File: src/rtl/mir_pkg.sv
// Shared field widths, offsets and NOP word for the microinstruction queue.
// Offsets are listed LSB-first so every field is one step above the last.
package mir_pkg;

  localparam int REG_W  = 6;
  localparam int ALU_W  = 4;
  localparam int COND_W = 3;
  localparam int JUMP_W = 11;

  localparam int JUMP_LSB = 0;
  localparam int COND_LSB = JUMP_LSB + JUMP_W;
  localparam int ALU_LSB  = COND_LSB + COND_W;
  localparam int WR_BIT   = ALU_LSB + ALU_W;
  localparam int RD_BIT   = WR_BIT + 1;
  localparam int CMUX_BIT = RD_BIT + 1;
  localparam int C_LSB    = CMUX_BIT + 1;
  localparam int BMUX_BIT = C_LSB + REG_W;
  localparam int B_LSB    = BMUX_BIT + 1;
  localparam int AMUX_BIT = B_LSB + REG_W;
  localparam int A_LSB    = AMUX_BIT + 1;

  function automatic int mir_width(
    input int reg_w,
    input int alu_w,
    input int cond_w,
    input int jump_w
  );
    return 3 * reg_w + 5 + alu_w + cond_w + jump_w;
  endfunction

  localparam int MIR_BUS_WIDTH = mir_width(REG_W, ALU_W, COND_W, JUMP_W);

  localparam logic [MIR_BUS_WIDTH-1:0] NOP_WORD = '0;

endpackage

File: src/rtl/mir_fifo.sv
// Small synchronous FIFO between the control store and the MIR.
// Updates on the falling edge; clear and reset both empty it.
module mir_fifo #(
  parameter int W     = 41,
  parameter int DEPTH = 2,
  localparam int AW   = $clog2(DEPTH),
  localparam int CW   = $clog2(DEPTH + 1)
) (
  input  logic          clk,
  input  logic          rst,
  input  logic          clr,
  input  logic          push,
  input  logic          pop,
  input  logic [W-1:0]  din,
  output logic [W-1:0]  dout,
  output logic          full,
  output logic          empty,
  output logic [CW-1:0] count
);

  logic [W-1:0]  mem [DEPTH];
  logic [AW-1:0] wr_ptr;
  logic [AW-1:0] rd_ptr;
  logic          do_push;
  logic          do_pop;

  assign full    = (count == CW'(DEPTH));
  assign empty   = (count == '0);
  assign do_push = push && !full;
  assign do_pop  = pop && !empty;
  assign dout    = mem[rd_ptr];

  // Storage array; contents are don't-care while unoccupied.
  always_ff @(negedge clk) begin
    if (do_push) begin
      mem[wr_ptr] <= din;
    end
  end

  // Pointers wrap naturally because DEPTH is a power of two.
  always_ff @(negedge clk) begin
    if (rst || clr) begin
      wr_ptr <= '0;
      rd_ptr <= '0;
      count  <= '0;
    end else begin
      if (do_push) begin
        wr_ptr <= wr_ptr + AW'(1);
      end
      if (do_pop) begin
        rd_ptr <= rd_ptr + AW'(1);
      end
      unique case ({do_push, do_pop})
        2'b10:   count <= count + CW'(1);
        2'b01:   count <= count - CW'(1);
        default: count <= count;
      endcase
    end
  end

endmodule

File: src/rtl/mir_queue.sv
// Microinstruction register fed by a small FIFO with stall,
// flush, empty-queue bypass and a valid flag; fields are MIR slices.
module mir_queue
  import mir_pkg::*;
#(
  parameter int REG_BUS_WIDTH       = REG_W,
  parameter int ALU_BUS_WIDTH       = ALU_W,
  parameter int COND_BUS_WIDTH      = COND_W,
  parameter int JUMP_ADDR_BUS_WIDTH = JUMP_W,
  parameter int DEPTH               = 2,
  localparam int MIR_BUS_WIDTH      = mir_width(REG_BUS_WIDTH,
                                                ALU_BUS_WIDTH,
                                                COND_BUS_WIDTH,
                                                JUMP_ADDR_BUS_WIDTH),
  localparam int CNT_W              = $clog2(DEPTH + 1)
) (
  input  logic                           MIRQ_CLOCK_50,
  input  logic                           SC_RegMIRQ_Reset_InHigh,
  input  logic [MIR_BUS_WIDTH-1:0]       MIRQ_Microinstruccion_IN,
  input  logic                           MIRQ_Valid_IN,
  output logic                           MIRQ_Ready_OUT,
  input  logic                           MIRQ_Stall_IN,
  input  logic                           MIRQ_Flush_IN,
  output logic [CNT_W-1:0]               MIRQ_Count_OUT,
  output logic                           MIR_Valid_OUT,
  output logic [REG_BUS_WIDTH-1:0]       MIR_A_OUT,
  output logic [REG_BUS_WIDTH-1:0]       MIR_B_OUT,
  output logic [REG_BUS_WIDTH-1:0]       MIR_C_OUT,
  output logic                           MIR_AMUX_OUT,
  output logic                           MIR_BMUX_OUT,
  output logic                           MIR_CMUX_OUT,
  output logic                           MIR_RD_OUT,
  output logic                           MIR_WR_OUT,
  output logic [ALU_BUS_WIDTH-1:0]       MIR_ALU_OUT,
  output logic [COND_BUS_WIDTH-1:0]      MIR_COND_OUT,
  output logic [JUMP_ADDR_BUS_WIDTH-1:0] MIR_JUMP_ADDR_OUT
);

  localparam int Q_JUMP_LSB = 0;
  localparam int Q_COND_LSB = Q_JUMP_LSB + JUMP_ADDR_BUS_WIDTH;
  localparam int Q_ALU_LSB  = Q_COND_LSB + COND_BUS_WIDTH;
  localparam int Q_WR_BIT   = Q_ALU_LSB + ALU_BUS_WIDTH;
  localparam int Q_RD_BIT   = Q_WR_BIT + 1;
  localparam int Q_CMUX_BIT = Q_RD_BIT + 1;
  localparam int Q_C_LSB    = Q_CMUX_BIT + 1;
  localparam int Q_BMUX_BIT = Q_C_LSB + REG_BUS_WIDTH;
  localparam int Q_B_LSB    = Q_BMUX_BIT + 1;
  localparam int Q_AMUX_BIT = Q_B_LSB + REG_BUS_WIDTH;
  localparam int Q_A_LSB    = Q_AMUX_BIT + 1;

  localparam logic [MIR_BUS_WIDTH-1:0] NOP = MIR_BUS_WIDTH'(NOP_WORD);

  logic                     clk;
  logic                     rst;
  logic                     flush;
  logic                     stall;
  logic                     accept;
  logic                     fifo_push;
  logic                     fifo_pop;
  logic                     fifo_full;
  logic                     fifo_empty;
  logic [MIR_BUS_WIDTH-1:0] fifo_head;
  logic [MIR_BUS_WIDTH-1:0] mir;
  logic                     mir_valid;

  assign clk   = MIRQ_CLOCK_50;
  assign rst   = SC_RegMIRQ_Reset_InHigh;
  assign flush = MIRQ_Flush_IN;
  assign stall = MIRQ_Stall_IN;

  // Ready depends only on occupancy and flush, never on stall.
  assign MIRQ_Ready_OUT = !fifo_full && !flush;
  assign accept         = MIRQ_Valid_IN && MIRQ_Ready_OUT;

  // Words go to the FIFO unless they can bypass straight into the MIR.
  assign fifo_push = accept && (stall || !fifo_empty);
  assign fifo_pop  = !stall && !flush && !fifo_empty;

  mir_fifo #(
    .W     (MIR_BUS_WIDTH),
    .DEPTH (DEPTH)
  ) u_fifo (
    .clk   (clk),
    .rst   (rst),
    .clr   (flush),
    .push  (fifo_push),
    .pop   (fifo_pop),
    .din   (MIRQ_Microinstruccion_IN),
    .dout  (fifo_head),
    .full  (fifo_full),
    .empty (fifo_empty),
    .count (MIRQ_Count_OUT)
  );

  // MIR load priority: reset, flush, stall hold, pop, bypass, bubble.
  always_ff @(negedge clk) begin
    if (rst || flush) begin
      mir       <= NOP;
      mir_valid <= 1'b0;
    end else if (stall) begin
      mir       <= mir;
      mir_valid <= mir_valid;
    end else if (!fifo_empty) begin
      mir       <= fifo_head;
      mir_valid <= 1'b1;
    end else if (accept) begin
      mir       <= MIRQ_Microinstruccion_IN;
      mir_valid <= 1'b1;
    end else begin
      mir       <= NOP;
      mir_valid <= 1'b0;
    end
  end

  assign MIR_Valid_OUT     = mir_valid;
  assign MIR_A_OUT         = mir[Q_A_LSB +: REG_BUS_WIDTH];
  assign MIR_AMUX_OUT      = mir[Q_AMUX_BIT];
  assign MIR_B_OUT         = mir[Q_B_LSB +: REG_BUS_WIDTH];
  assign MIR_BMUX_OUT      = mir[Q_BMUX_BIT];
  assign MIR_C_OUT         = mir[Q_C_LSB +: REG_BUS_WIDTH];
  assign MIR_CMUX_OUT      = mir[Q_CMUX_BIT];
  assign MIR_RD_OUT        = mir[Q_RD_BIT];
  assign MIR_WR_OUT        = mir[Q_WR_BIT];
  assign MIR_ALU_OUT       = mir[Q_ALU_LSB +: ALU_BUS_WIDTH];
  assign MIR_COND_OUT      = mir[Q_COND_LSB +: COND_BUS_WIDTH];
  assign MIR_JUMP_ADDR_OUT = mir[Q_JUMP_LSB +: JUMP_ADDR_BUS_WIDTH];

endmodule

File: config.mk
export PLATFORM = sky130hd
export DESIGN_NAME = mir_queue
export DESIGN_NICKNAME = d
export VERILOG_FILES = /design/src/rtl/mir_pkg.sv /design/src/rtl/mir_fifo.sv /design/src/rtl/mir_queue.sv
export SDC_FILE = /design/constraint.sdc
export NUM_CORES = 1
export LEC_CHECK = 0
export CELL_PAD_IN_SITES_DETAIL_PLACEMENT = 0
export CELL_PAD_IN_SITES_GLOBAL_PLACEMENT = 1
export CORE_MARGIN = 3
export CORE_UTILIZATION = 42
export DETAILED_ROUTE_END_ITERATION = 7
export PLACE_DENSITY = 0.84
export SYNTH_ARGS = -nofsm -noshare
export SYNTH_HDL_FRONTEND = slang
export SYNTH_SLANG_ARGS = --single-unit
File: constraint.sdc
create_clock -name MIRQ_CLOCK_50 -period 3.9 [get_ports MIRQ_CLOCK_50]
set_input_delay 0.78 -clock MIRQ_CLOCK_50 [delete_from_list [all_inputs] [get_ports MIRQ_CLOCK_50]]
set_output_delay 0.78 -clock MIRQ_CLOCK_50 [all_outputs]
set_load 0.05 [all_outputs]
==> Flow_metrics.wiki, run 1 <==
{| class="wikitable"
! Metric !! Value
|-
| Max capacitance violation total || 0
|-
| Number of vias in the routed layout || 3660
|-
| Post-Place Cell Area || approximately 6400 um2
|-
| Final number of setup-violating endpoints || 0
|-
| Startpoint of the most critical setup path || u_fifo.count[0]
|-
| Routability congestion estimate from global placement || 0.753
|-
| Clock Sinks || between 100 and 150
|-
| Cell-internal power || approximately 2800 uW
|-
| WL final || around 12000 um
|-
| Number of filler cells placed in the layout || 676
|-
| Number of diodes || 0
|-
| Clock insertion delay at the later pin of the skew report || roughly 0.52 ns
|-
| Maximum number of buffers from clock root to sink || 2
|-
| Worst ir drop on vdd || 309 uV
|-
| Worst-path clk slew || 0.04 ns
|-
| Number of cells traversed by the worst register-to-register path || 3
|-
| Worst reg2reg path endpoint || mir[6]
|-
| Pin count of the biggest net entering global routing || 43
|-
| Combinational group share of total power || under 10%
|-
| Fin util || about 70%
|-
| Switching Fraction || 28.2%
|-
| Number of clock buffers inserted by TritonCTS || 17
|-
| HP Class || reg2reg
|-
| Crit. End Element || output port
|-
| Outcome || finished clean
|-
| Via-per-instance ratio || between 5 and 6
|-
| Total Nets Final || just under 600
|-
| Initial antenna violation count || 0
|-
| Top cell type's share of synthesized area || a little over half
|-
| Post-detailed-route count of antenna-violating nets || 0
|-
| Sw power || about 1100 uW
|-
| Cell types occupying the most area after synthesis || sky130_fd_sc_hd__edfxtp_1 52%, sky130_fd_sc_hd__dfxtp_1 20%, sky130_fd_sc_hd__mux2_2 9.8%, sky130_fd_sc_hd__a222oi_1 8.7%, sky130_fd_sc_hd__nor2_1 4.2%
|-
| Wire length of the first global-routing pass || ~19000 um
|-
| WP data arrival || 3.12 ns
|-
| Mapped Nets || between 300 and 400
|-
| Critical path destination || MIRQ_Ready_OUT
|-
| Total non-filler cell area in the finished layout || roughly 7500 um2
|-
| Reg2Reg Setup Slack || about 1.9 ns
|-
| TritonCTS clock tree || built
|-
| Floorplan Core Area || 10600 um2
|-
| Avg Cell Area, Syn || approximately 15 um2
|-
| Count of different cell masters after synthesis || 20
|-
| DR DRC count || 0
|-
| Synth-to-layout area growth || 60.2%
|-
| Transition time at the pin with the least slew margin || around 1.0 ns
|-
| Ports placed on the boundary || 91
|-
| Start-to-end type of the worst setup path || reg2out
|-
| WP data required || approximately 3.1 ns
|-
| Nature of the critical path startpoint || register
|-
| Yosys synthesis warning count || 0
|-
| Seq/Total Area, Yosys || ~72%
|-
| Final hold slack || around 0.52 ns
|-
| Post-DP HPWL || 6550 um
|-
| Number of H-tree branching levels || 4
|-
| Power density relative to cell area || 511 nW/um2
|-
| Flop and latch count out of synthesis || between 100 and 150
|-
| Unrepaired setup endpoints after global routing || true
|-
| Die Footprint || approximately 12000 um2
|-
| Final Hold Viols || 0
|-
| Slew HR || between 30% and 40%
|-
| Final clock skew || 0.0382 ns
|-
| Crit Path Max Fanout || 2
|-
| Flop pwr share || between 30 and 40%
|-
| DR WL/cell || 17.1 um
|-
| Initial DRC Count || ~460
|-
| Total power || between 3000 and 4000 uW
|-
| Vertical die dimension || roughly 110 um
|-
| Root cell of the clock tree || sky130_fd_sc_hd__clkbuf_8
|-
| Max Slew Vio Count || 0
|-
| Clk network pwr share || between 50% and 60%
|-
| Port-buffer cells || 90
|-
| Standby leakage power || just over 0.003 uW
|-
| Cell taking the most area after synthesis || sky130_fd_sc_hd__edfxtp_1
|-
| Chip Width || approximately 110 um
|-
| Via count of the first global-routing pass || 4087
|-
| Starting Density || between 40% and 50%
|-
| Layout cells sized above 1 || 27.4%
|-
| Synthesized instance count || 307
|-
| Number of detailed-route iterations in the first pass || 8
|-
| Post-synthesis instance area || ~4700 um2
|-
| Total global routing track utilization || 19.1%
|-
| Number of rows created at floorplan || 37
|-
| Global route total overflow || 0
|}
==> state kept, by name, summed over array words and instances, names as in the netlist, named ones only <==
signal         flops
MIR_Valid_OUT      1
mir               41
u_fifo.count       2
u_fifo.mem        82
u_fifo.rd_ptr      1
u_fifo.wr_ptr      1
==> critical path, cell delays in order (launching register included) <==
cell and delay [ns]:
sky130_fd_sc_hd__dfxtp_4 0.34, sky130_fd_sc_hd__inv_2 0.04, sky130_fd_sc_hd__a21oi_4 0.13, sky130_fd_sc_hd__buf_12 0.15
==> synth_stat cells (all sizes together) <==
cell,instances
inv,3
nor2b,2
nor3,2
or2,1
and3,1
or3,1
dfxtp,47
buf,13
o21ai,2
a21oi,3
a222oi,41
ha,1
edfxtp,82
nor2,52
xor2,1
xnor2,3
clkbuf,11
mux2,41
==> kinds of logic (layout without fill, tap and decap cells) <==
kind of cell | Yosys count | after routing | share of synthesized area [%]
muxes | 41 | 41 | 9.83
xor gates and xnor gates | 4 | 4 | 0.746
DFF | 129 | 129 | 72.4
adders and majority gates | 1 | 1 | 0.266
AOI/OAI and AO/OA | 46 | 46 | 9.27
buffers and inverters | 27 | 272 | 2.42
and+or+nand+nor | 59 | 59 | 5.03
==> cell type report <==
class	instances	area, um2	share of cell area (%)
clock inverters	144	664	8.83
repair buffers	109	1620	21.5
inverters	2	7.51	0.0998
clock buffers	17	414	5.50
well taps	136	170	2.26
flip-flops and latches	129	3410	45.3
multi-input cells	151	1240	16.4
==> metrics by stage <==
step	TNS, ns	cells	setup WS, ns
2_1_floorplan	-20.33	307	-0.257
6_report	0	688	0.00330
3_3_place_gp	-47.02	525	-0.452
5_1_grt	-0.0511	688	-0.0462
3_5_place_dp	-51.57	525	-0.486
4_1_cts	0	688	0.00316
==> cell usage in the layout, fill, tap and decap left out, types with 2 or more instances in the layout <==
| cell type | count |
|---|---|
| sky130_fd_sc_hd__xnor2_1 | 3 |
| sky130_fd_sc_hd__buf_12 | 55 |
| sky130_fd_sc_hd__clkdlybuf4s50_1 | 43 |
| sky130_fd_sc_hd__dfxtp_4 | 2 |
| sky130_fd_sc_hd__dfxtp_1 | 44 |
| sky130_fd_sc_hd__bufinv_16 | 3 |
| sky130_fd_sc_hd__a21oi_1 | 2 |
| sky130_fd_sc_hd__clkbuf_16 | 16 |
| sky130_fd_sc_hd__nor3_1 | 2 |
| sky130_fd_sc_hd__edfxtp_1 | 82 |
| sky130_fd_sc_hd__inv_4 | 4 |
| sky130_fd_sc_hd__a222oi_1 | 41 |
| sky130_fd_sc_hd__clkinv_4 | 3 |
| sky130_fd_sc_hd__buf_4 | 8 |
| sky130_fd_sc_hd__clkinvlp_2 | 2 |
| sky130_fd_sc_hd__inv_6 | 2 |
| sky130_fd_sc_hd__inv_1 | 130 |
| sky130_fd_sc_hd__nor2_1 | 49 |
| sky130_fd_sc_hd__nor2_4 | 3 |
| sky130_fd_sc_hd__mux2_2 | 41 |
==> power by group through the flow <==
stage	Sequential [uW]	Combinational, uW	Clock [uW]
after floorplan	1540	70.3	199
after global placement	1520	214	199
after detailed placement	1520	219	199
after CTS	1500	224	2170
after global routing	1500	237	2350
final	1500	225	2120
==> metal layers <==
metal | part of all wire, % | track usage (%) | up-vias | wire length [um]
met3 | 7.2 | 9.57 | 8 | 843
li1 | - | - | 1685 | -
met5 | 0 | 0 | - | 0
met1 | 39 | 20.4 | 1804 | 4600
met4 | 0.71 | 9.08 | 0 | 84
met2 | 53 | 31.5 | 163 | 6250
==> worst min-delay path by stage <==
stage                        startpoint            end  slack (ns)  depth (start not counted)
after floorplan           u_fifo.rd_ptr       register        0.48                          2
after global placement    u_fifo.rd_ptr       register        0.49                          2
after detailed placement  u_fifo.rd_ptr       register        0.50                          2
after CTS                 u_fifo.rd_ptr  u_fifo.rd_ptr        0.53                          2
after global routing      u_fifo.rd_ptr  u_fifo.rd_ptr        0.56                          2
final                     u_fifo.rd_ptr  u_fifo.rd_ptr        0.52                          2
==> repair_timing <==
action / in CTS / in global routing
endpoints found under the setup margin: 2 / 40
hold endpoints to repair: 0 / 0
pin swaps: 1 / 0
hold buffers: 0 / 0
resized for setup: 6 / 2
buffers inserted: 3 / 0
Note: power is estimated with default switching activity, not from simulation.
==> inputs of run 2 (changes only) <==
--- a/config.mk
+++ b/config.mk
@@ -9,6 +9,7 @@
 export CELL_PAD_IN_SITES_GLOBAL_PLACEMENT = 1
 export CORE_MARGIN = 3
 export CORE_UTILIZATION = 42
+export CTS_CLUSTER_DIAMETER = 150
 export DETAILED_ROUTE_END_ITERATION = 7
 export PLACE_DENSITY = 0.84
 export SYNTH_ARGS = -nofsm -noshare
==> results of run 2 <==
No change in the layout: final DEF, timing and power equal those of run 1.
==> inputs of run 3 (changes only) <==
--- a/config.mk
+++ b/config.mk
@@ -5,8 +5,10 @@
 export SDC_FILE = /design/constraint.sdc
 export NUM_CORES = 1
 export LEC_CHECK = 0
+export CAP_MARGIN = 25
 export CELL_PAD_IN_SITES_DETAIL_PLACEMENT = 0
 export CELL_PAD_IN_SITES_GLOBAL_PLACEMENT = 1
+export CORE_ASPECT_RATIO = 0.75
 export CORE_MARGIN = 3
 export CORE_UTILIZATION = 42
 export CTS_CLUSTER_DIAMETER = 150
==> run 3 against run 2 <==
Net effect:
- critical path type unchanged
- highest routed layer unchanged
- clock skew decreased by 0.011 ns
- clock power barely moved
- worst setup slack gained 0.033 ns
- final cell count increased by 0.29%
- sequential power is essentially flat
- wire length is 1.1% higher
- sequential cell count unchanged
- global-route usage is 0.35 points higher
- critical path depth unchanged
- core utilization hardly changed
- combinational power is essentially flat
- first-iteration DRC count decreased by 10%
==> Flow_metrics.wiki, run 3 (synthesis results as in run 1) <==
{| class="wikitable"
! Metric !! Value
|-
| Worst ir drop on vdd || 333 uV (was 309 uV)
|-
| Registers with the most flip-flops || u_fifo.mem (82), mir (41), u_fifo.count (2) (unchanged)
|-
| Delay of the slowest cell on the worst path || 0.34 ns (about the same)
|-
| Number of vias in the routed layout || 3652 (was 3660)
|-
| Least setup slack across all paths after layout || 0.0360 ns (was 0.00330 ns)
|-
| Standby leakage power || 0.00312 uW (about the same)
|-
| Final Hold Viols || 0 (unchanged)
|-
| Unrepaired setup endpoints after global routing || false (was true)
|-
| HP Class || reg2reg (unchanged)
|-
| Reg with most FFs || u_fifo.mem (unchanged)
|-
| Outcome || finished clean (unchanged)
|-
| Via-per-instance ratio || 5.29 (was 5.32)
|-
| Final number of setup-violating endpoints || 0 (unchanged)
|-
| Number of H-tree branching levels || 4 (unchanged)
|-
| Fin util || 71.0% (about the same)
|-
| Number of diodes || 0 (unchanged)
|-
| WP data arrival || 3.08 ns (was 3.12 ns)
|-
| Layout cells sized above 1 || 27.4% (about the same)
|-
| Pin count of the biggest net entering global routing || 42 (was 43)
|-
| Via count of the first global-routing pass || 4206 (was 4087)
|-
| Nature of the critical path startpoint || register (unchanged)
|-
| Vertical die dimension || 97.6 um (was 112 um)
|-
| Maximum number of buffers from clock root to sink || 2 (unchanged)
|-
| Worst path top cell family by delay || flip-flops (unchanged)
|-
| Number of detailed-route iterations in the first pass || 8 (unchanged)
|-
| Post-DP HPWL || 6670 um (was 6550 um)
|-
| Crit. End Element || output port (unchanged)
|-
| Ports placed on the boundary || 91 (unchanged)
|-
| Total Nets Final || 589 (was 586)
|-
| Port-buffer cells || 90 (unchanged)
|-
| TritonCTS clock tree || built (unchanged)
|-
| Max capacitance violation total || 0 (unchanged)
|-
| Final clock skew || 0.0267 ns (was 0.0382 ns)
|-
| Routability congestion estimate from global placement || 0.734 (was 0.753)
|-
| Start-to-end type of the worst setup path || reg2out (unchanged)
|-
| Post-route setup TNS || 0 ns (unchanged)
|-
| Initial DRC Count || 411 (was 459)
|-
| Post-detailed-route count of antenna-violating nets || 0 (unchanged)
|-
| Number of clock buffers inserted by TritonCTS || 17 (unchanged)
|-
| Crit Path Max Fanout || 2 (unchanged)
|-
| Worst-path clk slew || 0.04 ns (about the same)
|-
| Top library cells by usage in the layout, fill and taps aside || 131 x sky130_fd_sc_hd__inv_1, 82 x sky130_fd_sc_hd__edfxtp_1, 53 x sky130_fd_sc_hd__buf_12 (was 130 x sky130_fd_sc_hd__inv_1, 82 x sky130_fd_sc_hd__edfxtp_1, 55 x sky130_fd_sc_hd__buf_12)
|-
| Wire length of the first global-routing pass || 18900 um (about the same)
|-
| DR WL/cell || 17.2 um (was 17.1 um)
|-
| Root cell of the clock tree || sky130_fd_sc_hd__clkbuf_16 (was sky130_fd_sc_hd__clkbuf_8)
|-
| Transition time at the pin with the least slew margin || 0.601 ns (was 1.02 ns)
|-
| Total global routing track utilization || 19.4% (was 19.1%)
|-
| Number of rows created at floorplan || 32 (was 37)
|-
| Starting Density || 44.3% (about the same)
|-
| WL final || 11900 um (was 11800 um)
|-
| Synth-to-layout area growth || 60.4% (was 60.2%)
|-
| Clock Sinks || 129 (unchanged)
|-
| Initial antenna violation count || 0 (unchanged)
|-
| Max Slew Vio Count || 0 (unchanged)
|-
| Die Footprint || 12500 um2 (about the same)
|-
| Worst path cell trace || inv_1 > a21oi_4 > buf_12 (was inv_2 > a21oi_4 > buf_12)
|-
| Global route total overflow || 0 (unchanged)
|-
| Most frequent standard cell in the layout excluding fill and tap cells || sky130_fd_sc_hd__inv_1 (unchanged)
|-
| Power density relative to cell area || 507 nW/um2 (was 511 nW/um2)
|-
| WP data required || 3.12 ns (about the same)
|-
| DR DRC count || 0 (unchanged)
|-
| Post-placement worst setup slack || -0.533 ns (was -0.486 ns)
|-
| Slew HR || 59.9% (was 32.2%)
|-
| Chip Width || 128 um (was 112 um)
|-
| Buf+Inv Stages, Crit Path || 2 (unchanged)
|-
| Floorplan Core Area || 10600 um2 (about the same)
|-
| Flip-flop count of the largest register, all copies and words added || 82 (unchanged)
|-
| Clock insertion delay at the later pin of the skew report || 0.46 ns (was 0.52 ns)
|-
| Critical Path Slowest Stage Cell || sky130_fd_sc_hd__dfxtp_4 (unchanged)
|}
-- run 3: final cells by class --
| type | instances | area [um2] |
|---|---|---|
| multi-input cells | 151 | 1250 |
| fillers | 689 | 3080 |
| well taps | 136 | 170 |
| clock buffers | 17 | 425 |
| flip-flops and latches | 129 | 3410 |
| clock inverters | 143 | 644 |
| repair buffers | 112 | 1630 |
| inverters | 2 | 7.51 |
-- run 3: stage by stage --
| step | cells | instance area (um2) | hold slack [ns] | power (uW) |
|---|---|---|---|---|
| 3_5_place_dp | 526 | 6390 | 0.509 | 1940 |
| 5_1_grt | 690 | 7530 | 0.561 | 4050 |
| 6_report | 690 | 7530 | 0.517 | 3820 |
| 3_3_place_gp | 526 | 6390 | 0.494 | 1930 |
| 4_1_cts | 686 | 7480 | 0.523 | 3880 |
| 2_1_floorplan | 307 | 4760 | 0.481 | 1810 |
-- run 3: repair_timing --
action,CTS,global route
hold buffers,0,0
setup endpoints to repair,88,1
gates resized for setup,8,1
setup buffers,1,3
pin swaps,0,1
gates cloned,0,0
-- run 3: final timing paths --
kind	start	to	slack [ns]	cells after the start
worst min-delay path	u_fifo.rd_ptr	u_fifo.rd_ptr	0.52	2
worst min register to register	u_fifo.rd_ptr	u_fifo.rd_ptr	0.52	2
worst max-delay path	u_fifo.count[0]	MIRQ_Ready_OUT	0.04	3
worst max register to register	register	mir[35]	2.03	4
-- run 3: per-layer routing --
layer	GRT usage (%)	routed length (um)	vias to the layer above
li1	-	-	1683
met1	22.1	4600	1749
met2	29.7	5940	204
met3	9.67	1230	16
met4	10.8	136	0
met5	0	0	-
-- run 3: where the power goes --
| group | switching [uW] | total [uW] | internal, uW |
|---|---|---|---|
| clock network | 923 | 2100 | 1170 |
| registers | 13.6 | 1500 | 1490 |
| logic | 111 | 224 | 114 |
-- run 3: worst register-to-register path: stages, from the launching register on --
cell and delay (ns):
sky130_fd_sc_hd__dfxtp_2 0.71, sky130_fd_sc_hd__buf_16 0.25, sky130_fd_sc_hd__mux2_2 0.39, sky130_fd_sc_hd__a222oi_1 0.33, sky130_fd_sc_hd__nor2_1 0.08
